===== src/rtl/task_out_serializer_pkg.sv =====
// rtl/task_out_serializer_pkg.sv - shared types for the word-to-byte task output serializer
// Purpose: FSM state enum, FIFO entry layout and byte-count helper.
// Ports: none (package).
package task_out_serializer_pkg;

  localparam int BYTES_PER_WORD = 4;

  typedef enum logic {
    ST_IDLE = 1'b0,
    ST_SEND = 1'b1
  } state_e;

  // 37-bit FIFO entry: word, task boundary flags and number of bytes to emit.
  typedef struct packed {
    logic [31:0] data;
    logic        first;
    logic        last;
    logic [2:0]  nbytes;
  } entry_t;

  // Non-last words always carry a full word; a last word carries the
  // requested count only when it is a legal 1..4, otherwise a full word.
  function automatic logic [2:0] calc_nbytes(input logic last, input logic [31:0] count);
    if (last && (count >= 32'd1) && (count <= 32'd4)) begin
      return count[2:0];
    end
    return 3'(BYTES_PER_WORD);
  endfunction

endpackage


===== src/rtl/task_out_serializer_if.sv =====
// rtl/task_out_serializer_if.sv - word input and byte output stream bundle
// Purpose: groups the word-in stream and the byte-out handshake.
// Ports: i_data/i_valid/i_first/i_last/num_valid_bytes_in_last_sample (word in),
//        o_byte/o_byte_valid/o_byte_first/o_byte_last with i_byte_ready (byte out).
interface task_out_serializer_if;

  logic [31:0] i_data;
  logic        i_valid;
  logic        i_first;
  logic        i_last;
  logic [31:0] num_valid_bytes_in_last_sample;
  logic [7:0]  o_byte;
  logic        o_byte_valid;
  logic        i_byte_ready;
  logic        o_byte_first;
  logic        o_byte_last;

  // master: word source plus UART side (drives inputs, observes outputs)
  modport master (
    output i_data, i_valid, i_first, i_last, num_valid_bytes_in_last_sample, i_byte_ready,
    input  o_byte, o_byte_valid, o_byte_first, o_byte_last
  );

  // slave: the serializer itself
  modport slave (
    input  i_data, i_valid, i_first, i_last, num_valid_bytes_in_last_sample, i_byte_ready,
    output o_byte, o_byte_valid, o_byte_first, o_byte_last
  );

endinterface


===== src/rtl/task_out_fifo.sv =====
// rtl/task_out_fifo.sv - synchronous entry FIFO feeding the serializer
// Purpose: FIFO_DEPTH-entry buffer; push accepted when not full or when popping.
// Ports: i_clk, i_rst/i_set (sync clear), i_push/i_push_data, i_pop,
//        o_head (current head entry), o_full, o_empty.
module task_out_fifo
  import task_out_serializer_pkg::*;
#(
  parameter int FIFO_DEPTH = 8
) (
  input  logic   i_clk,
  input  logic   i_rst,
  input  logic   i_set,
  input  logic   i_push,
  input  entry_t i_push_data,
  input  logic   i_pop,
  output entry_t o_head,
  output logic   o_full,
  output logic   o_empty
);

  localparam int PTR_W = (FIFO_DEPTH > 1) ? $clog2(FIFO_DEPTH) : 1;
  localparam int CNT_W = $clog2(FIFO_DEPTH) + 1;

  entry_t mem [FIFO_DEPTH];

  logic [PTR_W-1:0] wr_ptr_q, wr_ptr_d;
  logic [PTR_W-1:0] rd_ptr_q, rd_ptr_d;
  logic [CNT_W-1:0] count_q, count_d;
  logic             do_push;
  logic             do_pop;

  assign o_full  = (count_q == CNT_W'(FIFO_DEPTH));
  assign o_empty = (count_q == '0);
  assign o_head  = mem[rd_ptr_q];

  // When full, a simultaneous pop frees the slot the push lands in.
  assign do_pop  = i_pop && !o_empty;
  assign do_push = i_push && (!o_full || do_pop);

  // Depth is a power of two, so pointer overflow is the modulo wrap.
  always_comb begin
    wr_ptr_d = wr_ptr_q;
    rd_ptr_d = rd_ptr_q;
    count_d  = count_q;
    if (do_push) begin
      wr_ptr_d = wr_ptr_q + PTR_W'(1);
    end
    if (do_pop) begin
      rd_ptr_d = rd_ptr_q + PTR_W'(1);
    end
    if (do_push && !do_pop) begin
      count_d = count_q + CNT_W'(1);
    end else if (do_pop && !do_push) begin
      count_d = count_q - CNT_W'(1);
    end
  end

  always_ff @(posedge i_clk) begin
    if (i_rst || i_set) begin
      wr_ptr_q <= '0;
      rd_ptr_q <= '0;
      count_q  <= '0;
    end else begin
      wr_ptr_q <= wr_ptr_d;
      rd_ptr_q <= rd_ptr_d;
      count_q  <= count_d;
    end
  end

  // Storage is not cleared; only the pointers define valid contents.
  always_ff @(posedge i_clk) begin
    if (do_push && !(i_rst || i_set)) begin
      mem[wr_ptr_q] <= i_push_data;
    end
  end

endmodule


===== src/rtl/task_out_serializer.sv =====
// rtl/task_out_serializer.sv - buffers task words and emits them LSB-first as bytes
// Purpose: word FIFO plus IDLE/SEND byte serializer with sticky overflow flag.
// Ports: i_clk, i_rst (sync, active-high), i_set (task re-arm, same clear),
//        bus (word in / byte out streams), o_overflow (sticky drop), o_busy.
module task_out_serializer
  import task_out_serializer_pkg::*;
#(
  parameter int FIFO_DEPTH = 8
) (
  input  logic                        i_clk,
  input  logic                        i_rst,
  input  logic                        i_set,
  task_out_serializer_if.slave        bus,
  output logic                        o_overflow,
  output logic                        o_busy
);

  entry_t push_entry;
  entry_t head;
  logic   full;
  logic   empty;
  logic   pop;
  logic   load;
  logic   xfer;

  state_e      state_q, state_d;
  logic [31:0] shift_q, shift_d;       // shift_q[7:0] is the byte on o_byte
  logic [2:0]  bytes_left_q, bytes_left_d;
  logic        entry_last_q, entry_last_d;
  logic        byte_valid_q, byte_valid_d;
  logic        byte_first_q, byte_first_d;
  logic        byte_last_q, byte_last_d;
  logic        overflow_q, overflow_d;

  assign push_entry = '{
    data:   bus.i_data,
    first:  bus.i_first,
    last:   bus.i_last,
    nbytes: calc_nbytes(bus.i_last, bus.num_valid_bytes_in_last_sample)
  };

  task_out_fifo #(
    .FIFO_DEPTH (FIFO_DEPTH)
  ) u_fifo (
    .i_clk       (i_clk),
    .i_rst       (i_rst),
    .i_set       (i_set),
    .i_push      (bus.i_valid),
    .i_push_data (push_entry),
    .i_pop       (pop),
    .o_head      (head),
    .o_full      (full),
    .o_empty     (empty)
  );

  assign xfer = byte_valid_q && bus.i_byte_ready;

  always_comb begin
    state_d      = state_q;
    shift_d      = shift_q;
    bytes_left_d = bytes_left_q;
    entry_last_d = entry_last_q;
    byte_valid_d = byte_valid_q;
    byte_first_d = byte_first_q;
    byte_last_d  = byte_last_q;
    load         = 1'b0;

    case (state_q)
      ST_IDLE: begin
        if (!empty) begin
          load = 1'b1;
        end
      end
      ST_SEND: begin
        if (xfer) begin
          if (bytes_left_q > 3'd1) begin
            shift_d      = {8'h00, shift_q[31:8]};
            bytes_left_d = bytes_left_q - 3'd1;
            byte_first_d = 1'b0;
            byte_last_d  = entry_last_q && (bytes_left_q == 3'd2);
          end else if (!empty) begin
            // Chain straight into the next word so there is no bubble.
            load = 1'b1;
          end else begin
            state_d      = ST_IDLE;
            shift_d      = '0;
            bytes_left_d = '0;
            entry_last_d = 1'b0;
            byte_valid_d = 1'b0;
            byte_first_d = 1'b0;
            byte_last_d  = 1'b0;
          end
        end
      end
      default: begin
        state_d = ST_IDLE;
      end
    endcase

    if (load) begin
      state_d      = ST_SEND;
      shift_d      = head.data;
      bytes_left_d = head.nbytes;
      entry_last_d = head.last;
      byte_valid_d = 1'b1;
      byte_first_d = head.first;
      byte_last_d  = head.last && (head.nbytes == 3'd1);
    end

    pop        = load && !(i_rst || i_set);
    overflow_d = overflow_q || (bus.i_valid && full && !pop);
  end

  always_ff @(posedge i_clk) begin
    if (i_rst || i_set) begin
      state_q      <= ST_IDLE;
      shift_q      <= '0;
      bytes_left_q <= '0;
      entry_last_q <= 1'b0;
      byte_valid_q <= 1'b0;
      byte_first_q <= 1'b0;
      byte_last_q  <= 1'b0;
      overflow_q   <= 1'b0;
    end else begin
      state_q      <= state_d;
      shift_q      <= shift_d;
      bytes_left_q <= bytes_left_d;
      entry_last_q <= entry_last_d;
      byte_valid_q <= byte_valid_d;
      byte_first_q <= byte_first_d;
      byte_last_q  <= byte_last_d;
      overflow_q   <= overflow_d;
    end
  end

  assign bus.o_byte       = shift_q[7:0];
  assign bus.o_byte_valid = byte_valid_q;
  assign bus.o_byte_first = byte_first_q;
  assign bus.o_byte_last  = byte_last_q;
  assign o_overflow       = overflow_q;
  assign o_busy           = !empty || (state_q != ST_IDLE);

endmodule


===== src/flat_wrapper.sv =====
// flat-port wrapper written by rule: the top's interface ports become plain ports
module task_out_serializer_flat import task_out_serializer_pkg::*;
#(
  parameter int FIFO_DEPTH = 8
)
  (i_clk, i_rst, i_set, o_overflow, o_busy, bus_i_data, bus_i_valid, bus_i_first, bus_i_last, bus_num_valid_bytes_in_last_sample, bus_i_byte_ready, bus_o_byte, bus_o_byte_valid, bus_o_byte_first, bus_o_byte_last);
  task_out_serializer_if bus_i ();
  input  logic i_clk;
  input  logic i_rst;
  input  logic i_set;
  output logic o_overflow;
  output logic o_busy;
  input wire logic [$bits(bus_i.i_data)-1:0] bus_i_data;
  input wire logic [$bits(bus_i.i_valid)-1:0] bus_i_valid;
  input wire logic [$bits(bus_i.i_first)-1:0] bus_i_first;
  input wire logic [$bits(bus_i.i_last)-1:0] bus_i_last;
  input wire logic [$bits(bus_i.num_valid_bytes_in_last_sample)-1:0] bus_num_valid_bytes_in_last_sample;
  input wire logic [$bits(bus_i.i_byte_ready)-1:0] bus_i_byte_ready;
  output wire logic [$bits(bus_i.o_byte)-1:0] bus_o_byte;
  output wire logic [$bits(bus_i.o_byte_valid)-1:0] bus_o_byte_valid;
  output wire logic [$bits(bus_i.o_byte_first)-1:0] bus_o_byte_first;
  output wire logic [$bits(bus_i.o_byte_last)-1:0] bus_o_byte_last;
  assign bus_i.i_data = bus_i_data;
  assign bus_i.i_valid = bus_i_valid;
  assign bus_i.i_first = bus_i_first;
  assign bus_i.i_last = bus_i_last;
  assign bus_i.num_valid_bytes_in_last_sample = bus_num_valid_bytes_in_last_sample;
  assign bus_i.i_byte_ready = bus_i_byte_ready;
  assign bus_o_byte = bus_i.o_byte;
  assign bus_o_byte_valid = bus_i.o_byte_valid;
  assign bus_o_byte_first = bus_i.o_byte_first;
  assign bus_o_byte_last = bus_i.o_byte_last;
  task_out_serializer #(.FIFO_DEPTH(FIFO_DEPTH)) u_core (.i_clk(i_clk), .i_rst(i_rst), .i_set(i_set), .bus(bus_i), .o_overflow(o_overflow), .o_busy(o_busy));
endmodule

===== config.mk =====
export PLATFORM = sky130hd
export DESIGN_NAME = task_out_serializer_flat
export DESIGN_NICKNAME = d
export VERILOG_FILES = /design/src/rtl/task_out_serializer_pkg.sv /design/src/rtl/task_out_serializer_if.sv /design/src/rtl/task_out_fifo.sv /design/src/rtl/task_out_serializer.sv /design/src/flat_wrapper.sv
export SDC_FILE = /design/constraint.sdc
export NUM_CORES = 1
export LEC_CHECK = 0
export BUFFER_PORTS_ARGS = -buffer_cell sky130_fd_sc_hd__clkbuf_2
export CAP_MARGIN = 15
export CORE_MARGIN = 5
export CORE_UTILIZATION = 32
export CTS_CLUSTER_DIAMETER = 150
export DETAILED_ROUTE_END_ITERATION = 10
export GPL_ROUTABILITY_DRIVEN = 0
export GPL_TIMING_DRIVEN = 1
export RECOVER_POWER = 50
export SLEW_MARGIN = 20
export SYNTH_ARGS = -nofsm -noshare
export SYNTH_HDL_FRONTEND = slang
export SYNTH_SLANG_ARGS = --single-unit

===== constraint.sdc =====
create_clock -name i_clk -period 4.8 [get_ports i_clk]
set_input_delay 0.48 -clock i_clk [delete_from_list [all_inputs] [get_ports i_clk]]
set_output_delay 0.48 -clock i_clk [all_outputs]
set_load 0.02 [all_outputs]

### Word-level counts from Yosys, hierarchy flattened

Memories as Yosys holds them, arrays and structs flattened. A register that Yosys moved wholly into a read port is not among the register bits.
Index checks and enable logic that the tools add are counted.
W data, S select, Z words.

| storage, ports and cells | value |
|---|---|
| register bits | 51 |
| latch bits | 0 |
| memory bits (writable) | 296 |
| memory bits (read-only) | 0 |
| bits of input ports | 71 |
| logic and storage cells | 97 |
| memories | 1 |

Memory list:

| memory | words | bits a word | rd ports | clocked after Yosys merged registers in | wr ports | RTL line | source |
|---|---|---|---|---|---|---|---|
| u_core.u_fifo.mem | 8 | 37 | 1 | 1 | 1 | task_out_fifo.sv:24 | `entry_t mem [FIFO_DEPTH];` |

| operators by class | value |
|---|---|
| add/sub/neg operators | 5 |
| $mul | 0 |
| div/mod/pow operators | 0 |
| magnitude comparators | 3 |
| eq/ne operators | 4 |
| shift-type cells | 0 |
| mux-type cells | 41 |
| bitwise gates (word level) | 1 |
| reductions and logical operators | 31 |

Operators by type and width:

| kind | number |
|---|---|
| $mux W32 | 5 |
| $ge A32 B1 Y1 const B | 1 |
| $le A32 B3 Y1 const B | 1 |
| $mux W3 | 9 |
| $mux W1 | 24 |
| $logic_and A1 B1 Y1 | 13 |
| $mux W4 | 2 |
| $reduce_bool A2 Y1 | 4 |
| $add A3 B1 Y3 const B | 2 |
| $logic_not A1 Y1 | 6 |
| $add A4 B1 Y4 const B | 1 |
| $eq A4 B4 Y1 const B | 1 |
| $logic_not A4 Y1 | 1 |
| $logic_or A1 B1 Y1 | 4 |
| $reduce_and A4 Y1 | 1 |
| $sub A4 B1 Y4 const B | 1 |
| $eq A3 B1 Y1 const B | 1 |
| $eq A3 B2 Y1 const B | 1 |
| $gt A3 B1 Y1 const B | 1 |
| $reduce_and A3 Y1 | 1 |
| $reduce_bool A3 Y1 | 1 |
| $sub A3 B1 Y3 const B | 1 |
| $ne A2 B1 Y1 const B | 1 |
| $pmux W1 S2 | 1 |
| $not A1 Y1 | 1 |

### Logic depth before layout (Yosys ltp)

| depth | value |
|---|---|
| word-level depth | 13 |
| gate-level depth with buffers | 16 |

### Modules after synthesis

A second synthesis with hierarchy kept.

| second synthesis, totals | value |
|---|---|
| cells, all modules | 726 |
| area, all modules | 13,676.9 µm² |

By module, submodules not included:

| module | times used | cells each | area each (µm²) | sequential area each (µm²) |
|---|---|---|---|---|
| task_out_fifo | 1 | 505 | 11,793.8 | 9,148.8 |
| task_out_serializer | 1 | 221 | 1,883.1 | 820.8 |

### Worst setup path before layout

Ideal clock, no wire load.

| path | value |
|---|---|
| kind | reg-to-reg |
| start | reg u_core.bytes_left_q[1] |
| end | mem u_core.u_fifo.mem[1][0] in the netlist's numbering, enable pin |
| setup time | 0.477 ns |
| arrival time | 4.098 ns |
| data required time | 4.323 ns |
| slack | 0.225 ns |
| stages on the path, launching flop included | 9 |
| period minus slack after synthesis | 4.575 ns |
| cells stage by stage | dfxtp_1 inv_1 ha_1 o21ba_1 o31a_1 buf_6 o211a_4 nand4b_1 nor3_1 |

| between the ends | value |
|---|---|
| word-level cells in the longest chain between the ends | 11 |

RTL lines:

| what | RTL line | source |
|---|---|---|
| from (decl) | task_out_serializer.sv:28 | `logic [2:0] bytes_left_q, bytes_left_d;` |
| from (signal assigned) | task_out_serializer.sv:127 | `bytes_left_q <= bytes_left_d;` |
| $gt A3 B1 Y1 | task_out_serializer.sv:76 | `if (bytes_left_q > 3'd1) begin` |
| $mux W1 | task_out_serializer.sv:76 |  |
| $mux W1 | task_out_serializer.sv:75 | `if (xfer) begin` |
| $pmux W1 S2 | task_out_serializer.sv:68 | `case (state_q)` |
| $logic_and A1 B1 Y1 | task_out_serializer.sv:110 | `pop = load && !(i_rst \|\| i_set);` |
| $logic_and A1 B1 Y1 | task_out_fifo.sv:37 | `assign do_pop = i_pop && !o_empty;` |
| $logic_or A1 B1 Y1 | task_out_fifo.sv:38 | `assign do_push = i_push && (!o_full \|\| do_pop);` |
| $logic_and A1 B1 Y1 | task_out_fifo.sv:38 |  |
| $logic_and A1 B1 Y1 | task_out_fifo.sv:72 | `if (do_push && !(i_rst \|\| i_set)) begin` |
| $mux W1 | task_out_fifo.sv:72 |  |
| $mux W1 (not written as such) | task_out_fifo.sv:73 | `mem[wr_ptr_q] <= i_push_data;` |
| to (decl) | task_out_fifo.sv:24 |  |

No other way between the ends.

### Worst setup path after layout

| path | value |
|---|---|
| start | reg u_core.bytes_left_q[1] |
| end | mem u_core.u_fifo.mem[5][13] in the netlist's numbering, enable pin |

The elaborated chain is that of the path after synthesis.

==> metrics.yaml <==
placement:
  pre_cts_ws_ns: 1.31
  dpl.hpwl_um: 17300
  numPortBuffers: 83
  dp_cells: 1323
worst_hold_path:
  hold_path_class: "in -> reg"
  whs_path_depth: 1
  holdPathEnd: "u_core.u_fifo.mem[2][33]$_DFFE_PP_"
  min_from: "bus_i_data[28]"
routing:
  vias: 6926
  drt-pass1-iter-count: 5
  wirelength_um: 29200
  drc: 0
  postRouteAntennaNets: 0
  drt-initial-drc-count: 459
  routedWlPerCell_um: 21.0
  vias_per_cell: 4.98
yosys:
  yosysMostFrequentCell: "edfxtp_1"
  synth_edf_count: 296
  syn-num-nets: 812
  synthesis.area_um2: 13600
  yosysTopAreaCell: "edfxtp_1"
  synthTopCellsByCount: "296 x edfxtp_1, 74 x mux4_2, 54 x dfxtp_1, 45 x nor2_1, 34 x mux2_2"
  ys.flop_type: "edfxtp_1"
  synth-seq-cells: 350
  ys_seq_area_frac: 0.732
  ys_types: 47
  netlist.area_leader.share: 0.653
  synthCells: 732
  ys_async_sr_fraction: 0
  yosysWarnings: 0
  synthTopCellsByArea: "edfxtp_1 65%, mux4_2 12%, dfxtp_1 7.9%, mux2_2 2.8%, nor2_1 1.2%"
  synth.avg_cell_area_um2: 18.6
layout:
  postLayoutCoreUtil: 0.376
  diodes: 0
  fillCellCount: 3874
  stdcell_count: 1391
  seq_area_um2: 9980
  multiInputGateArea_um2: 3450
  drive_gt1_frac: 0.265
  num-nets-final: 904
  syn_to_final_growth_pct: 16.0
setup_path:
  path_class: "reg -> reg"
  worst-path-max-fanout: 23
  start_kind: "register"
  crit_required_ns: 4.96
  crit_path_max_incr_delay_ns: 0.57
  critPathArrivalTime_ns: 3.48
  startpoint: "u_core.bytes_left_q[1]$_SDFFE_PP0P_"
  r2r-start: "u_core.bytes_left_q[1]$_SDFFE_PP0P_"
  rr_worst_depth: 8
  endpoint_kind: "register"
  slowest_stage: "nor2_4"
  path_cells: "inv_1 > ha_1 > o21ba_1 > o31a_1 > o211a_1 > nand4b_1 > nor2_4 > buf_4"
  r2r_end: "u_core.u_fifo.mem[5][13]$_DFFE_PP_"
  r2r_slack_ns: 1.48
power:
  p_leak_nw: 4.90
  vdd_drop_max_v: 0.000226
  power_density_nw_per_um2: 414
sta:
  setup_viol: 0
  finalCriticalPeriod_ns: 3.32
  finalHoldViolCount: 0
  drv_slew: 37
  rsz0062_at_grt: "false"
  setup_slack_ns: 1.48
  setup_tns_ns: 0
  fin_worst_skew_ns: 0.0177
  max_freq_mhz: 301
  slew_headroom: -0.239
  finalCritPeriodShare: 0.691
  tightest_slew_ns: 1.86
clock_tree:
  cts_tree: "yes"
  clk_latency_ns: 0.52
  path_clk_slew_ns: 0.06
  cts_setup_buffers: 0
  cts.sinks: 350
  htree_levels: 2
  root_buffer: "clkbuf_16"
  cts_made_buffers: 37
  postCtsResizedCells: 0
  ctsHoldBuffers: 0
  cts_buffer_depth: 3
die:
  floorplan.rows: 75
  initial_utilization: 0.324
  die_x_um: 216
  coreArea_um2: 42000
  dieArea_um2: 46800
  boundaryPins: 84
  dieHeight_um: 216
status:
  failed_checks: "capacitance limit, slew limit"
  status: "complete, but fails checks"
global_routing:
  grt_max_degree: 52
  grt_pass1_vias: 7263
  antenna_found_initial: 0
  grt.total_usage: 0.123
  grt_pass1_wl_um: 44700
  grt_overflow: 0
job:
  max-cap-violations: 1
==> how the worst max path moves through the flow <==
| stage | to |
|---|---|
| after floorplan | u_core.u_fifo.mem[1][0]$_DFFE_PP_ |
| after global placement | u_core.u_fifo.mem[5][3]$_DFFE_PP_ |
| after detailed placement | u_core.u_fifo.mem[5][3]$_DFFE_PP_ |
| after CTS | u_core.u_fifo.mem[5][10]$_DFFE_PP_ |
| after global routing | u_core.u_fifo.mem[5][10]$_DFFE_PP_ |
| final | u_core.u_fifo.mem[5][13]$_DFFE_PP_ |
==> worst max-delay path, delay by kind of cell (launching register included) <==
kind,cells,cell delay [ns]
flip-flops,1,0.34
AND/OR/NAND/NOR,2,1.02
adder cells (fa/ha/maj),1,0.13
AO/OA/AOI/OAI,3,0.90
buffers and inverters,2,0.56
==> layout by cell type (no fill, tap or decap), drive strengths merged, types with 3 or more instances in the layout <==
master / count
nand2b: 5
inv: 6
mux2i: 4
clkbuf: 137
a31oi: 14
a221oi: 13
nor3: 7
nor4: 7
mux2: 34
nor2: 47
nand3: 15
a41oi: 3
buf: 15
a22oi: 9
nand2: 33
o21ai: 18
dfxtp: 54
clkinv: 13
a21oi: 9
xnor2: 4
edfxtp: 296
mux4: 74
ha: 8
==> through the flow <==
| stage | hold slack (ns) | total power, mW | area [µm²] |
|---|---|---|---|
| 3_3_place_gp | 0.456 | 3.94 | 14700 |
| 4_1_cts | 0.226 | 6.62 | 15800 |
| 2_1_floorplan | 0.446 | 3.78 | 13600 |
| 3_5_place_dp | 0.466 | 3.95 | 14700 |
| 6_report | 0.317 | 6.53 | 15800 |
| 5_1_grt | 0.307 | 6.78 | 15800 |
==> power breakdown <==
part	internal [mW]	switching (mW)	total [mW]	leakage, nW
clock network	1.55	1.11	2.66	0.557
registers	3.33	0.0424	3.38	3.13
logic	0.200	0.300	0.500	1.21
==> per-layer routing <==
metal | vias to the layer above | GRT usage | part of all wire
met5 | - | 0 | 0
met3 | 45 | 0.0215 | 0.047
met4 | 0 | 0.0286 | 0.018
li1 | 3142 | - | -
met2 | 166 | 0.202 | 0.48
met1 | 3573 | 0.172 | 0.45
==> kinds of logic (layout without fill, tap and decap cells) <==
kind of cell / Yosys count / after routing / share of synthesized area
muxes: 112 / 112 / 0.153
AOI/OAI and AO/OA: 74 / 74 / 0.0376
xor gates and xnor gates: 6 / 6 / 0.00386
buffers and inverters: 52 / 172 / 0.0192
adders and majority gates: 9 / 9 / 0.00882
DFF: 350 / 350 / 0.732
and+or+nand+nor: 129 / 129 / 0.0447
==> registers in the layout, summed over array words and instances, names as in the netlist, named ones only <==
register / flops
u_core.bus.o_byte_last: 1
u_core.shift_q: 32
u_core.u_fifo.mem: 296
u_core.bus.o_byte_first: 1
u_core.u_fifo.count_q: 4
u_core.bus.o_byte_valid: 1
u_core.state_q: 1
u_core.u_fifo.wr_ptr_q: 3
u_core.entry_last_q: 1
u_core.u_fifo.rd_ptr_q: 3
u_core.o_overflow: 1
u_core.bytes_left_q: 3
==> final cells by class <==
type,instances,area share
Sequential cell,350,0.632
Clock inverter,15,0.00745
Inverter,5,0.00119
Multi-Input combinational cell,330,0.219
Timing Repair Buffer,100,0.0331
Clock buffer,52,0.0648
Tap cell,539,0.0427
Power figures use the tool's default switching activity.
